--- src/rtl/ext_msg_page_writer.sv ---
// Extrinsic message page writer: transposes bit-plane message vectors to lane-major
// order, buffers them in a small FIFO and issues per-beat page writes for each layer.
module ext_msg_page_writer #(
  parameter int SHIFT_LENGTH    = 17,
  parameter int QUAN_SIZE       = 4,
  parameter int FIFO_DEPTH      = 4,
  parameter int PAGE_ADDR_WIDTH = 6,
  parameter int LEN_WIDTH       = 8
) (
  input  logic                              sys_clk,
  input  logic                              rst,
  input  logic [SHIFT_LENGTH-1:0]           msg_bit0_i,
  input  logic [SHIFT_LENGTH-1:0]           msg_bit1_i,
  input  logic [SHIFT_LENGTH-1:0]           msg_bit2_i,
  input  logic [SHIFT_LENGTH-1:0]           msg_bit3_i,
  input  logic [PAGE_ADDR_WIDTH-1:0]        msg_page_addr_i,
  input  logic                              msg_valid_i,
  output logic                              msg_ready_o,
  input  logic                              layer_start_i,
  input  logic [LEN_WIDTH-1:0]              layer_len_i,
  output logic [SHIFT_LENGTH*QUAN_SIZE-1:0] pageWr_data_o,
  output logic [PAGE_ADDR_WIDTH-1:0]        pageWr_addr_o,
  output logic                              pageWr_en_o,
  input  logic                              pageWr_ready_i,
  output logic                              layer_done_o,
  output logic                              busy_o,
  output logic                              err_o
);

  localparam int PTR_W  = $clog2(FIFO_DEPTH);
  localparam int CNT_W  = PTR_W + 1;
  localparam int DATA_W = SHIFT_LENGTH * QUAN_SIZE;

  // DONE is the one-cycle tail of draining; it carries the layer_done pulse.
  typedef enum logic [1:0] {IDLE, RUN, DRAIN, DONE} state_t;

  state_t state, state_next;

  logic [SHIFT_LENGTH-1:0]    planes [4];
  logic [DATA_W-1:0]          lane_data;
  logic [DATA_W-1:0]          mem_data [FIFO_DEPTH];
  logic [PAGE_ADDR_WIDTH-1:0] mem_addr [FIFO_DEPTH];
  logic [PTR_W-1:0]           wr_ptr;
  logic [PTR_W-1:0]           rd_ptr;
  logic [CNT_W-1:0]           count;
  logic [LEN_WIDTH-1:0]       len_q;
  logic [LEN_WIDTH-1:0]       acc_q;
  logic [LEN_WIDTH-1:0]       acc_inc;
  logic                       push;
  logic                       pop;
  logic                       fifo_full;
  logic                       fifo_empty;
  logic                       err_event;

  assign planes[0] = msg_bit0_i;
  assign planes[1] = msg_bit1_i;
  assign planes[2] = msg_bit2_i;
  assign planes[3] = msg_bit3_i;

  always_comb begin
    lane_data = '0;
    for (int unsigned l = 0; l < SHIFT_LENGTH; l++) begin
      for (int unsigned b = 0; b < QUAN_SIZE; b++) begin
        lane_data[l*QUAN_SIZE+b] = planes[b][l];
      end
    end
  end

  assign fifo_full  = count[CNT_W-1];
  assign fifo_empty = (count == '0);
  assign push       = msg_valid_i & msg_ready_o;
  assign pop        = pageWr_en_o & pageWr_ready_i;
  assign acc_inc    = acc_q + 1'b1;

  // FIFO storage and pointers; pointers wrap naturally at the power-of-two depth.
  always_ff @(posedge sys_clk) begin
    if (rst) begin
      for (int unsigned i = 0; i < FIFO_DEPTH; i++) begin
        mem_data[i] <= '0;
        mem_addr[i] <= '0;
      end
      wr_ptr <= '0;
      rd_ptr <= '0;
      count  <= '0;
    end else begin
      if (push) begin
        mem_data[wr_ptr] <= lane_data;
        mem_addr[wr_ptr] <= msg_page_addr_i;
        wr_ptr           <= wr_ptr + 1'b1;
      end
      if (pop) begin
        rd_ptr <= rd_ptr + 1'b1;
      end
      case ({push, pop})
        2'b10:   count <= count + 1'b1;
        2'b01:   count <= count - 1'b1;
        default: count <= count;
      endcase
    end
  end

  assign pageWr_data_o = mem_data[rd_ptr];
  assign pageWr_addr_o = mem_addr[rd_ptr];
  assign pageWr_en_o   = ~fifo_empty;

  always_ff @(posedge sys_clk) begin
    if (rst) begin
      len_q <= '0;
      acc_q <= '0;
    end else if (state == IDLE && layer_start_i) begin
      len_q <= layer_len_i;
      acc_q <= '0;
    end else if (push) begin
      acc_q <= acc_inc;
    end
  end

  always_ff @(posedge sys_clk) begin
    if (rst) begin
      state <= IDLE;
    end else begin
      state <= state_next;
    end
  end

  always_comb begin
    state_next = state;
    case (state)
      IDLE: begin
        if (layer_start_i) begin
          state_next = (layer_len_i != '0) ? RUN : DRAIN;
        end
      end
      RUN: begin
        if (push && acc_inc == len_q) begin
          state_next = DRAIN;
        end
      end
      // Leave once the FIFO is empty after any pop in flight this cycle.
      DRAIN: begin
        if (fifo_empty || (count == CNT_W'(1) && pop)) begin
          state_next = DONE;
        end
      end
      DONE:    state_next = IDLE;
      default: state_next = IDLE;
    endcase
  end

  always_comb begin
    msg_ready_o  = (state == RUN) && !fifo_full && (acc_q < len_q);
    busy_o       = (state != IDLE);
    layer_done_o = (state == DONE);
  end

  assign err_event = (msg_valid_i && state != RUN) || (layer_start_i && busy_o);

  always_ff @(posedge sys_clk) begin
    if (rst) begin
      err_o <= 1'b0;
    end else if (err_event) begin
      err_o <= 1'b1;
    end
  end

endmodule

--- config.mk ---
export PLATFORM = sky130hd
export DESIGN_NAME = ext_msg_page_writer
export DESIGN_NICKNAME = d
export VERILOG_FILES = /design/src/rtl/ext_msg_page_writer.sv
export SDC_FILE = /design/constraint.sdc
export NUM_CORES = 1
export LEC_CHECK = 0
export ABC_AREA = 0
export CORE_ASPECT_RATIO = 0.5
export CORE_MARGIN = 4
export CORE_UTILIZATION = 53
export CTS_BUF_LIST = sky130_fd_sc_hd__clkbuf_2 sky130_fd_sc_hd__clkbuf_4 sky130_fd_sc_hd__clkbuf_8
export CTS_CLUSTER_DIAMETER = 120
export DETAILED_ROUTE_END_ITERATION = 8
export PLACE_DENSITY = 0.76
export SLEW_MARGIN = 20
export SYNTH_ARGS = -nofsm -noshare
export SYNTH_HDL_FRONTEND = slang
export SYNTH_SLANG_ARGS = --single-unit
--- constraint.sdc ---
create_clock -name sys_clk -period 8.75 [get_ports sys_clk]
set_input_delay 2.1875 -clock sys_clk [delete_from_list [all_inputs] [get_ports sys_clk]]
set_output_delay 2.1875 -clock sys_clk [all_outputs]
set_load 0.02 [all_outputs]
==> impl_metrics.toml <==
[outcome]
outcome = "finished clean"

[critical_path]
cp_data_arrival_time_ps = 3440
rr_worst_depth = 9
critical_path_class = "flip-flop to primary output"
end_kind = "primary output"
startpoint_type = "flip-flop"
crit_required_ps = 6560
worstReg2RegStart = "len_q[5]"
r2r_slack_ps = 4790
crit_path_max_fanout = 41
worst_r2r_endpoint = "mem_data[0][45]"

[routing]
post_drt_wl_per_cell_um = 20.4
vias_per_cell = 5.49
dr.pass1.iters = 5
route.detailed.drc = 0
vias = 8109
wl_um = 30200
drt_iter0_drc = 631
ant_nets = 0

[die]
die_y_um = 125
initial_utilization = 0.542
io_pins = 166
core-area_um2 = 26600
dieArea_um2 = 30100
rows = 42
die_w_um = 241

[power_and_ir_drop]
power.total_w = 0.00414
peakVddDrop_mv = 0.136
leakagePower_nw = 6.20
powerDensity_nw_per_um2 = 240

[job]
cap_violations = 0

[global_route]
track_usage = 0.203
gr-total-overflow = 0
grt_max_degree = 78
antenna_found_initial = 0
grt_pass1_vias = 8602
grt_pass1_wl_um = 47200

[synthesis]
ys.warnings.count = 0
synth_cell_types = 46
synthFlopType = "edfxtp_1"
ys_seq_area_frac = 0.655
synth_edf_count = 296
ys_seq_elements = 324
postSynthCellCount = 923
syn_area_um2 = 14400
async_flop_share = 0
syn_nets = 1028
syn_area_per_cell_um2 = 15.6

[clock_network]
cts_resized = 0
clk_latency_ps = 580
ctsLongestPathBuffers = 3
cts_tree = "done"
clk_pin_slew_ps = 70
cts_sinks = 324
cts_hold_buf = 0
cts_setup_buffers = 0
cts.root.buffer_cell = "clkbuf_8"
cts_max_level = 2
cts_buffers = 46

[place]
place_congestion = 0.787
io_buffers = 165
placed_cells = 1397
dp_hpwl_um = 17300

[timing]
report.final.slew_viol_count = 0
finalCritPeriodShare = 0.643
rsz0062_at_grt = "no"
fin_skew_ps = 17.5
slew_headroom = 0.401
period_needed_ps = 5620
setup_viol = 0
tightest_slew_ps = 896
hold_viol = 0
fmax_mhz = 178

[hold_path]
hold_start = "len_q[0]"
hp-class = "flip-flop to flip-flop"
holdPathEnd = "len_q[0]"
hold_path_depth = 2

[cells_and_area]
layout-drive-gt1-share = 0.158
n_antenna_cell = 0
nNetsFinal = 1198
stdcell_count = 1477
area_growth_pct = 19.8
-- report_power, final --
part | internal [W] | leakage [nW] | switching [W]
clock network | 0.000645 | 0.487 | 0.000561
logic | 0.000519 | 2.42 | 0.000516
registers | 0.00181 | 3.29 | 0.0000841
-- sequential cells by signal, indices dropped and copies added, names as in the netlist, named ones only --
| signal | count |
|---|---|
| err_o | 1 |
| mem_data | 272 |
| rd_ptr | 2 |
| state | 2 |
| mem_addr | 24 |
| wr_ptr | 2 |
| len_q | 8 |
| acc_q | 8 |
| count | 3 |
-- layout by cell type, fill, tap and decap left out, drive strengths merged, types with 13 or more instances in the layout --
cell / count
and2: 297
edfxtp: 296
clkdlybuf4s50: 165
mux4: 74
clkbuf: 66
dfxtp: 28
inv: 20
nand2: 19
ha: 18
nor2: 18
a21oi: 16
xnor2: 15
buf: 13
-- layout make-up --
cell class,count,area (um2)
Sequential cell,324,9460
Timing Repair Buffer,178,1750
Clock inverter,14,123
Fill cell,1875,9320
Clock buffer,66,796
Tap cell,352,440
Inverter,18,67.6
Multi-Input combinational cell,525,4640
-- Yosys cell counts (2+ instances only) --
library cell	number	share of area
and2_1	297	0.13
edfxtp_1	296	0.62
mux4_2	74	0.12
dfxtp_1	28	0.039
buf_4	20	0.010
nand2_1	19	0.0049
buf_2	18	0.0062
ha_1	18	0.016
inv_1	17	0.0044
nor2_1	17	0.0044
a21oi_1	15	0.0052
xnor2_1	15	0.0091
clkbuf_1	12	0.0031
nand3_1	12	0.0042
xor2_1	7	0.0043
nor3_1	5	0.0017
and3_1	4	0.0017
buf_1	4	0.0010
mux2i_1	3	0.0021
nor3_2	3	0.0021
nor3b_1	3	0.0016
o211ai_1	3	0.0016
o21ai_1	3	0.0010
o31ai_1	3	0.0016
clkbuf_2	2	0.00069
nand4_1	2	0.00087
o21ai_0	2	0.00069
o22ai_1	2	0.00087
or3_1	2	0.00087
-- worst max path at each step --
stage	depth (start not counted)	to	slack [ps]
6_report	3	pageWr_data_o[23]	3130
5_1_grt	3	pageWr_data_o[27]	2820
4_1_cts	3	pageWr_data_o[26]	2980
3_5_place_dp	6	mem_data[0][42]	3070
3_3_place_gp	6	mem_data[0][46]	3110
2_1_floorplan	4	mem_addr[2][0]	-100
-- worst max-delay path, cell delays in order (launching register included) --
cell	delay (ps)
dfxtp_4	840
buf_4	800
mux4_2	640
clkdlybuf4s50_1	560
-- per-stage QoR --
stage | utilization | hold WS (ps) | setup TNS, ps | setup slack (ps) | instance area (um2)
global route | 0.649 | 507 | 0 | 2820 | 17300
CTS | 0.649 | 464 | 0 | 2980 | 17300
finish | 0.649 | 463 | 0 | 3130 | 17300
floorplan | - | 441 | -14670 | -99.1 | 14400
global placement | 0.615 | 465 | 0 | 3110 | 16400
detailed placement | 0.615 | 455 | 0 | 3070 | 16400
-- cells by family (layout without fill, tap and decap cells) --
family	Yosys count	count (layout)	share of synthesized area
xor gates and xnor gates	22	22	0.0134
and+or+nand+nor	371	371	0.155
buffers and inverters	74	276	0.0262
DFF	324	324	0.655
adders and majority gates	18	18	0.0156
muxes	78	78	0.118
AOI/OAI and AO/OA	36	36	0.0162
-- metal layers --
| layer | track usage | part of all wire | routed length [um] | up-vias |
|---|---|---|---|---|
| li1 | - | - | - | 3724 |
| met1 | 0.260 | 0.41 | 12400 | 4153 |
| met2 | 0.356 | 0.52 | 15800 | 186 |
| met3 | 0.0416 | 0.045 | 1370 | 46 |
| met4 | 0.0546 | 0.021 | 628 | 0 |
| met5 | 0 | 0 | 0 | - |
Power figures use the tool's default switching activity.
